[config.mk]
export PLATFORM = sky130hd
export DESIGN_NAME = gcd_binary_p
export DESIGN_NICKNAME = d
export VERILOG_FILES = /design/src/rtl/gcd_binary_p.sv
export SDC_FILE = /design/constraint.sdc
export NUM_CORES = 1
export LEC_CHECK = 0
export ABC_CLOCK_PERIOD_IN_PS = 8200
export CORE_ASPECT_RATIO = 1.2
export CORE_UTILIZATION = 38
export DETAILED_ROUTE_END_ITERATION = 8
export GPL_TIMING_DRIVEN = 0
export PLACE_DENSITY_LB_ADDON = 0.1
export SYNTH_ARGS = -nofsm -noshare
export SYNTH_HDL_FRONTEND = slang
export SYNTH_SLANG_ARGS = --single-unit
[constraint.sdc]
create_clock -name clk -period 8.2 [get_ports clk]
set_clock_uncertainty 0.1 [all_clocks]
set_input_delay 1.64 -clock clk [delete_from_list [all_inputs] [get_ports clk]]
set_output_delay 1.64 -clock clk [all_outputs]
set_load 0.02 [all_outputs]
[src/rtl/gcd_binary_p.sv]
// Binary (Stein) GCD with a valid/ready operand port and a valid/ready result port.
// One reduction step per RUN cycle; the RUN-cycle count is reported alongside the result.
module gcd_binary_p #(
  parameter int unsigned WIDTH = 16,
  parameter int unsigned CW    = 8
) (
  input  logic             clk,
  input  logic             reset,
  input  logic             in_valid,
  output logic             in_ready,
  input  logic [WIDTH-1:0] a_in,
  input  logic [WIDTH-1:0] b_in,
  output logic             out_valid,
  input  logic             out_ready,
  output logic [WIDTH-1:0] gcd_out,
  output logic [CW-1:0]    cycles,
  output logic             zero_err
);

  // k never exceeds WIDTH-1 for nonzero operands.
  localparam int unsigned KW = $clog2(WIDTH + 1);

  localparam logic [CW-1:0]    CycOne = CW'(1);
  localparam logic [KW-1:0]    KOne   = KW'(1);
  localparam logic [WIDTH-1:0] Zero   = '0;

  typedef enum logic [1:0] {
    StIdle,
    StRun,
    StDone
  } state_e;

  state_e           state_q;
  logic [WIDTH-1:0] a_q;
  logic [WIDTH-1:0] b_q;
  logic [KW-1:0]    k_q;

  logic [WIDTH-1:0] a_minus_b;
  logic [WIDTH-1:0] b_minus_a;
  logic             a_even;
  logic             b_even;
  logic             a_gt_b;
  logic             a_in_zero;
  logic             b_in_zero;

  // Only the subtraction matching the comparison is used, so neither wraps.
  assign a_minus_b = a_q - b_q;
  assign b_minus_a = b_q - a_q;
  assign a_even    = ~a_q[0];
  assign b_even    = ~b_q[0];
  assign a_gt_b    = a_q > b_q;
  assign a_in_zero = a_in == Zero;
  assign b_in_zero = b_in == Zero;

  always_ff @(posedge clk) begin
    if (reset) begin
      state_q   <= StIdle;
      in_ready  <= 1'b1;
      out_valid <= 1'b0;
      gcd_out   <= '0;
      cycles    <= '0;
      zero_err  <= 1'b0;
      a_q       <= '0;
      b_q       <= '0;
      k_q       <= '0;
    end else begin
      case (state_q)
        StIdle: begin
          if (in_valid) begin
            a_q      <= a_in;
            b_q      <= b_in;
            k_q      <= '0;
            cycles   <= '0;
            zero_err <= 1'b0;
            in_ready <= 1'b0;
            if (a_in_zero || b_in_zero) begin
              gcd_out   <= a_in | b_in;
              zero_err  <= a_in_zero && b_in_zero;
              out_valid <= 1'b1;
              state_q   <= StDone;
            end else begin
              state_q <= StRun;
            end
          end
        end

        StRun: begin
          if (cycles != '1) begin
            cycles <= cycles + CycOne;
          end
          if (a_q == b_q) begin
            gcd_out   <= a_q << k_q;
            out_valid <= 1'b1;
            state_q   <= StDone;
          end else if (a_even && b_even) begin
            a_q <= a_q >> 1;
            b_q <= b_q >> 1;
            k_q <= k_q + KOne;
          end else if (a_even) begin
            a_q <= a_q >> 1;
          end else if (b_even) begin
            b_q <= b_q >> 1;
          end else if (a_gt_b) begin
            a_q <= a_minus_b >> 1;
          end else begin
            b_q <= b_minus_a >> 1;
          end
        end

        StDone: begin
          // in_ready rises only after the handshake edge, so no accept shares it.
          if (out_ready) begin
            out_valid <= 1'b0;
            in_ready  <= 1'b1;
            state_q   <= StIdle;
          end
        end

        default: begin
          state_q   <= StIdle;
          in_ready  <= 1'b1;
          out_valid <= 1'b0;
        end
      endcase
    end
  end

endmodule

==> impl_metrics.ini <==
[outcome]
status = completed

[clock_tree]
cts_hold_buffers = 0
numCtsBuffers = 9
clockRootBuffer = clkbuf_16
cts_tree = yes
cts_resized = 0
cts_buffer_depth = 2
clkSinkCount = 66
insertion_delay_ns = 0.34
cts_setup_buffers = 0
cts_max_level = 3
clk_pin_slew_worst_paths_ns = 0.06

[run]
max-cap-violations = 0

[synth]
syn_nets = 803
async_flop_share_pct = 0
syn_inst = 729
synth_ff_type = dfxtp_1
synth.cell_area_um2 = 5580
synth.distinct_cells = 71
ys_seq_elements = 66
synth_top_area_cell = dfxtp_1
synth_top_area_share_pct = 23.7
yosys-top-cells-area = dfxtp_1, ha_1, o21ai_0, nor2_1, a21oi_1
syn_avg_cell_area_um2 = 7.65
synth_edf_count = 0
yosysSeqAreaShare_pct = 23.7
ys_warn_count = 0

[cells_and_area]
syn_to_final_growth_pct = 20.9
antennaDiodeCount = 0
design_area_um2 = 6750
postLayoutCoreUtil_pct = 47.0
layout.nets = 876
drive_above_1_share_pct = 7.81

[min_path]
worstHoldPathCells = 1
hold_class = flop to flop

[route]
wl_per_cell_um = 21.4
drtPass1Iterations = 4
drc = 0
drtIter0Drc = 508
wl_mm = 21.0
vias_per_cell = 6.00
num_vias = 5896
ant_nets = 0

[sta]
period_share_pct = 51.7
worst_pin_slew_ns = 0.880
finalHoldViolCount = 0
finalSetupTns_ns = 0
setup_viol = 0
drv_slew = 0
fmax_ghz = 0.236
rsz0062_at_grt = no
setup_slack_ns = 3.96
slew_headroom_pct = 41.1
period_needed_ns = 4.24

[global_route]
grt_max_degree = 14
overflow = 0
grt_pass1_wl_mm = 32.3
grt_pass1_vias = 5787
grtUsageTotal_pct = 28.2
antenna_found_initial = 0

[place]
portBuffers = 62
gp_congestion = 0.927
placed_area_um2 = 6420
dp_hpwl_mm = 16.9
place_ws_ns = 3.66

[critical_path]
critPathMaxFanout = 10
cp-end-kind = flop
crit_start = b_in[11]
r2r-start = a_q[0]$_SDFFE_PP0P_
worstPathRequired_ns = 8.31
reg2reg_to = b_q[3]$_SDFFE_PP0P_
rr_worst_depth = 11
cp.arrival_ns = 4.35
start_kind = input port
crit_type = input port to flop
worstSetupEndpoint = gcd_out[1]$_SDFFE_PP0P_
reg2reg_slack_ns = 4.46

[power]
ir_drop_mv = 0.108
cellLeakagePower_nw = 2.51
finalPower_w = 0.00177
power_density_nw_per_um2 = 262

[floorplan]
die_height_um = 135
die_area_um2 = 15200
start_util_pct = 38.9
chipWidth_um = 113
coreArea_um2 = 14400
num_rows = 48
io_pins = 63
## Yosys cell counts (6+ instances only)
cell type / instances
xor2_1: 10
nand2b_1: 9
nor2b_1: 6
and3_1: 6
a211oi_1: 11
nor4_1: 8
a31oi_1: 10
nor2_1: 73
xnor2_1: 15
o2111ai_1: 6
nand3_1: 30
o211ai_1: 10
a21o_1: 12
o31ai_1: 15
dfxtp_1: 66
a21oi_1: 48
o21ai_0: 57
nor3_1: 19
ha_1: 36
mux2i_1: 16
nand4_1: 6
a221oi_1: 14
buf_2: 12
clkbuf_1: 33
o41ai_1: 8
nand2_1: 47
inv_1: 39
a21oi_2: 6
## metrics by stage
| step | hold WS (ns) | std cells |
|---|---|---|
| global placement | 0.356 | 966 |
| detailed placement | 0.374 | 966 |
| floorplan | 0.349 | 729 |
| CTS | 0.388 | 982 |
| global route | 0.409 | 982 |
| finish | 0.383 | 982 |
## registers in the layout, indices dropped and copies added, names as in the netlist
name / cells
a_q: 16
b_q: 16
cycles: 8
gcd_out: 16
in_ready: 1
k_q: 5
out_valid: 1
state_q: 2
zero_err: 1
## worst min-delay path by stage
stage / from / to / slack (ns)
floorplan: b_q[2]$_SDFFE_PP0P_ / b_q[2]$_SDFFE_PP0P_ / 0.35
global placement: out_valid$_SDFFE_PP0P_ / out_valid$_SDFFE_PP0P_ / 0.36
detailed placement: out_valid$_SDFFE_PP0P_ / out_valid$_SDFFE_PP0P_ / 0.37
CTS: b_q[2]$_SDFFE_PP0P_ / b_q[2]$_SDFFE_PP0P_ / 0.39
global route: out_valid$_SDFFE_PP0P_ / out_valid$_SDFFE_PP0P_ / 0.41
finish: out_valid$_SDFFE_PP0P_ / out_valid$_SDFFE_PP0P_ / 0.38
## worst max-delay path, cell delays in order
cell and delay [ns]:
clkdlybuf4s50_1 0.49, nor4_1 0.60, nand4_1 0.27, nand3_1 0.21, and2_1 0.22, clkbuf_1 0.23, clkbuf_1 0.36, o211ai_1 0.16
o21ai_0 0.11, nor2_1 0.06
## report_power, final
part           switching [W]  leakage [nW]  total, W  internal [W]
clock network       0.000161         0.150  0.000429      0.000269
logic               0.000569          1.82  0.000921      0.000352
registers          0.0000584         0.541  0.000419      0.000360
total               0.000788          2.51   0.00177      0.000981
## kinds of logic after synthesis
logic type                 share of synthesized area [%]
and+or+nand+nor                                     20.2
AOI/OAI and AO/OA                                   30.4
xor gates and xnor gates                            3.92
buffers and inverters                               7.26
muxes                                               5.69
DFF                                                 23.7
adders and majority gates                           8.79
## cells in the final DEF, fill, tap and decap left out, drive strengths merged, types with 11 or more instances in the layout
| cell type | netlist | layout |
|---|---|---|
| o21ai | 62 | 62 |
| clkdlybuf4s50 | 0 | 62 |
| buf | 22 | 22 |
| clkbuf | 33 | 42 |
| a211oi | 11 | 11 |
| a221oi | 14 | 14 |
| o31ai | 15 | 15 |
| dfxtp | 66 | 66 |
| ha | 36 | 36 |
| a21oi | 54 | 54 |
| nand2 | 48 | 48 |
| xnor2 | 15 | 15 |
| a21o | 12 | 12 |
| inv | 39 | 40 |
| mux2i | 16 | 16 |
| nor2 | 75 | 75 |
| nand3 | 30 | 30 |
| nor3 | 20 | 20 |
## layer usage
metal  part of all wire, %  wire, µm  vias to the layer above  GRT usage, %
li1                      -         -                     2836             -
met1                    43      8960                     2778          34.3
met2                    46      9720                      219          46.4
met3                   5.2      1100                       63          4.04
met4                   6.0      1270                        0          18.9
met5                     0         0                        -             0
## layout make-up
cell class | instances | area (µm²)
buffer | 55 | 255
clock buffer | 9 | 225
fill | 1472 | 7610
timing repair buffer | 62 | 621
sequential | 66 | 1320
multi-input combinational | 568 | 3850
clock inverter | 7 | 103
tap | 175 | 219
inverter | 40 | 150
No activity file was read; power rests on OpenSTA's default activity.
==> patch 1 (same settings) <==
Re-encode `state_e` (3 states) as one-hot, 3 bits wide.
--- a/src/rtl/gcd_binary_p.sv
+++ b/src/rtl/gcd_binary_p.sv
@@ -25,8 +25,8 @@
   localparam logic [WIDTH-1:0] Zero   = '0;
 
-  typedef enum logic [1:0] {
-    StIdle,
-    StRun,
-    StDone
+  typedef enum logic [2:0] {
+    StIdle = 3'b001,
+    StRun  = 3'b010,
+    StDone = 3'b100
   } state_e;
 
Function: same outputs for any inputs over 4 cycles, from zero or initial values and one cycle with reset high; so few cycles prove little.
==> patch 1 against the unedited design <==
- die area increased by 0.30%
- largest power group unchanged
- register-to-register slack got worse by 0.23 ns
- wire length decreased by 1.2%
- final area increased by 0.45%
- worst hold slack got worse by 0.0043 ns
- fmax decreased by 3.4%
- total power increased by 54%
- area after synthesis increased by 0.31%
- sequential power increased by 21%
- sequential cell count increased by 1
- setup slack got worse by 0.15 ns
==> patch 1: results (changes against the unedited design) <==
FMAX 228 MHz (-3.4%); Max VDD drop 0.227 mV (+110%); Top Consumer combinational cells; # diodes 0 (unchanged); crit path to gcd_out[9]; outcome finished, final reports clean; placed cells 962 (-0.41%); global-route wire length before repair 31.9 mm (-1.2%); CP Max Fanout 10 (unchanged); overall via count from detail_route 5,867 (-0.49%); worst slew pin tran 0.729 ns (-0.152 ns); Setup crit start b_in[9]; H-tree Lvls 3 (unchanged); nets 872 (-0.46%); GRT Overall Usage 27.6% (-0.56 points); placer congestion estimate 0.928 (about the same); crit-path max cell delay 0.66 ns (+0.06 ns); final wirelength 20.8 mm (-1.2%); worst r2r dst a_q[7]; worst slack, placed 3.56 ns (-0.0976 ns); vias in the first global route 5,674 (-2.0%); drt pass-1 iters 5 (+1); Synth area leaders dfxtp_1, ha_1, nor2_1; sequential cell area fraction in the yosys report 24.0% (+0.28 points); clock power share 17.1% (-7.2 points); PortBufs 61 (-1.6%); initial antenna violation count 0 (unchanged); Yosys warning count 0 (unchanged); P_comb 1.74 mW (+89%); Post-CTS Setup Bufs 0 (unchanged); Hold WC Path Type reg2reg; critical path arrival 4.50 ns (+0.15 ns); dpl cell area 6430 um^2 (+0.12%); switch share 48.8% (+4.3 points); post-DR vias/cell 6.00 (about the same); Skew-Pair Late Insertion Delay 0.35 ns; Resized Gates After CTS 0 (unchanged); Distinct cells, synth 73 (+2.8%); DRC Markers 0 (unchanged); ys async rst share 0% (unchanged); FF-to-FF setup slack 4.23 ns (-0.23 ns); Root Driver clkbuf_16; syn_area_per_cell 7.71 um^2 (+0.73%); synthesized net count 800 (-0.37%); most frequent cells after synthesis nor2_1, dfxtp_1, a21oi_1; Power Total 2.72 mW (+54%); maximum number of pins on one net before global-route repair 13 (-1); biggest regs a_q (16), b_q (16), gcd_out (16); hpwl dp 16.5 mm (-2.0%); maximum clock path buffer count 2 (unchanged); Leakage 2.43 nW (-3.3%); R2R depth 11 (unchanged); DRC marker count from the first detailed-route iteration 422 (-17%); layout cells sized above 1 6.60% (-1.2 points); fill count 1,440 (-2.2%)
[patch 1: changes by cell type after synthesis, moves of 5 or more]
cell / delta
a221o_1: +5
o21ai_1: -5
mux2i_1: +7
o21a_1: +6
nor2_1: +24
a31oi_1: -8
o21ai_0: -12
o211ai_1: +5
xnor2_1: +5
a21oi_1: +6
nand3_1: -22
o31ai_1: -8
a21oi_2: -5
[patch 1: worst max-delay path, delay by kind of cell]
family          cells  cell delay [ns]
buf+inv             3             1.16
simple gates        6             1.35
compound gates      2             0.34
[patch 1: worst min path at each step]
stage               cells after the start      start  slack, ns        end
floorplan                               2     b_q[3]       0.36     b_q[3]
global placement                        1  out_valid       0.36  out_valid
detailed placement                      1  out_valid       0.37  out_valid
CTS                                     1  out_valid       0.38  out_valid
global route                            1  out_valid       0.39  out_valid
finish                                  1  out_valid       0.38  out_valid
[patch 1: routing by layer]
metal | up-vias | share of wire, % | GRT usage (%)
li1 | 2800 | - | -
met1 | 2805 | 42 | 33.7
met2 | 208 | 49 | 48.1
met3 | 54 | 4.6 | 2.69
met4 | 0 | 3.8 | 14.4
met5 | - | 0 | 0
[patch 1: cells by family (layout without fill, tap and decap cells)]
kind of cell / count (synthesis) / in the layout / share of synthesized area (%)
xor+xnor: 32 / 32 / 5.01
fa+ha+maj: 38 / 38 / 8.76
flops: 67 / 67 / 24.0
simple gates: 240 / 240 / 20.7
compound gates: 228 / 228 / 29.0
buf+inv: 92 / 169 / 6.68
mux: 29 / 29 / 5.92
[patch 1: layout make-up]
type,instances,area (um^2),area share [%]
buffer,54,231,3.42
multi-input combinational,567,3880,57.3
sequential,67,1340,19.8
tap,175,219,3.23
clock inverter,6,111,1.64
inverter,38,143,2.10
clock buffer,10,239,3.53
timing repair buffer,61,611,9.01
==> patch 2 (same flow settings) <==
Made on the original files. Change the parameter `CW` from 8 to 7.
--- a/src/rtl/gcd_binary_p.sv
+++ b/src/rtl/gcd_binary_p.sv
@@ -3,5 +3,5 @@
 module gcd_binary_p #(
   parameter int unsigned WIDTH = 16,
-  parameter int unsigned CW    = 8
+  parameter int unsigned CW    = 7
 ) (
   input  logic             clk,
Interface: changed (resized cycles); port bits go from 63 to 62. The function was not compared with the original's and may differ.
==> patch 2 against the unedited design <==
- final area down 1.8%
- area after synthesis decreased by 1.4%
- wire length decreased by 4.8%
- total power is 12% lower
- sequential power fell by 6.2%
- critical path depth is 2 lower
- fmax rose by 8.2%
- sequential cell count decreased by 1
- setup slack better by 0.32 ns
- critical path type unchanged
==> patch 2: results (changes against the unedited design) <==
outcome finished, final reports clean; worst r2r dst a_q[14]; vias in the first global route 5,775 (-0.21%); NetSw 0.653 mW (-17%); syn_area_per_cell 7.99 um^2 (+4.4%); hpwl dp 16.0 mm (-5.4%); Leakage 2.46 nW (-2.2%); placer congestion estimate 0.944 (+1.8%); Post-Synth Adder-Cell Area 8.91% (+0.12 points); GRT Overall Usage 27.6% (-0.60 points); met3 routed WL 1.07 mm (-3.1%); layout cells sized above 1 7.70% (-0.10 points); WL met1 8.33 mm (-6.9%); FMAX 255 MHz (+8.2%); Clock Power 0.389 mW (-9.3%); post-DR vias/cell 6.06 (+0.93%); WHS 0.395 ns (+0.0120 ns); Max VDD drop 0.125 mV (+16%); drt pass-1 iters 5 (+1); Seq group 0.393 mW (-6.2%); nets 835 (-4.7%); sequential cell area fraction in the yosys report 23.6% (-0.035 points); met2 WL 9.73 mm (about the same); worst slack, placed 4.02 ns (+0.362 ns); synthesized net count 763 (-5.0%); met3 global-route usage 3.52% (-0.51 points); global-route wire length before repair 31.9 mm (-1.3%); WL per Instance 21.4 um (-0.22%); FF-to-FF setup slack 4.55 ns (+0.09 ns); met2 global-route usage 47.7% (+1.3 points); PortBufs 61 (-1.6%); fill count 1,397 (-5.1%); Synth Area in XOR/XNOR 4.93% (+1.0 points); GR met1 Demand/Resource 33.4% (-0.87 points); Distinct cells, synth 73 (+2.8%); Power Total 1.55 mW (-12%); crit-path max cell delay 0.56 ns (-0.04 ns); most frequent cells after synthesis dfxtp_1, nor2_1, nand2_1; placed cells 921 (-4.7%)
## patch 2: cell types whose count changed after synthesis, sizes merged, moves of 11 or more
| cell | unedited run | this run |
|---|---|---|
| o21ai | 62 | 42 |
| nand2b | 9 | 26 |
| nand3 | 30 | 13 |
| a32o | 1 | 13 |
| o221ai | 2 | 14 |
| nor2 | 75 | 64 |
## patch 2: area by class of cell
cell class / instances / area share (%)
clock inverter: 5 / 0.831
buffer: 53 / 3.81
multi-input combinational: 538 / 57.7
tap: 171 / 3.23
inverter: 33 / 1.87
timing repair buffer: 61 / 9.21
sequential: 65 / 19.6
clock buffer: 11 / 3.66
## patch 2: per-stage QoR
stage	util [%]	area, um^2
final	47.3	6630
after global routing	47.3	6630
after CTS	47.3	6630
after detailed placement	45.2	6330
after global placement	45.2	6330
after floorplan	-	5500
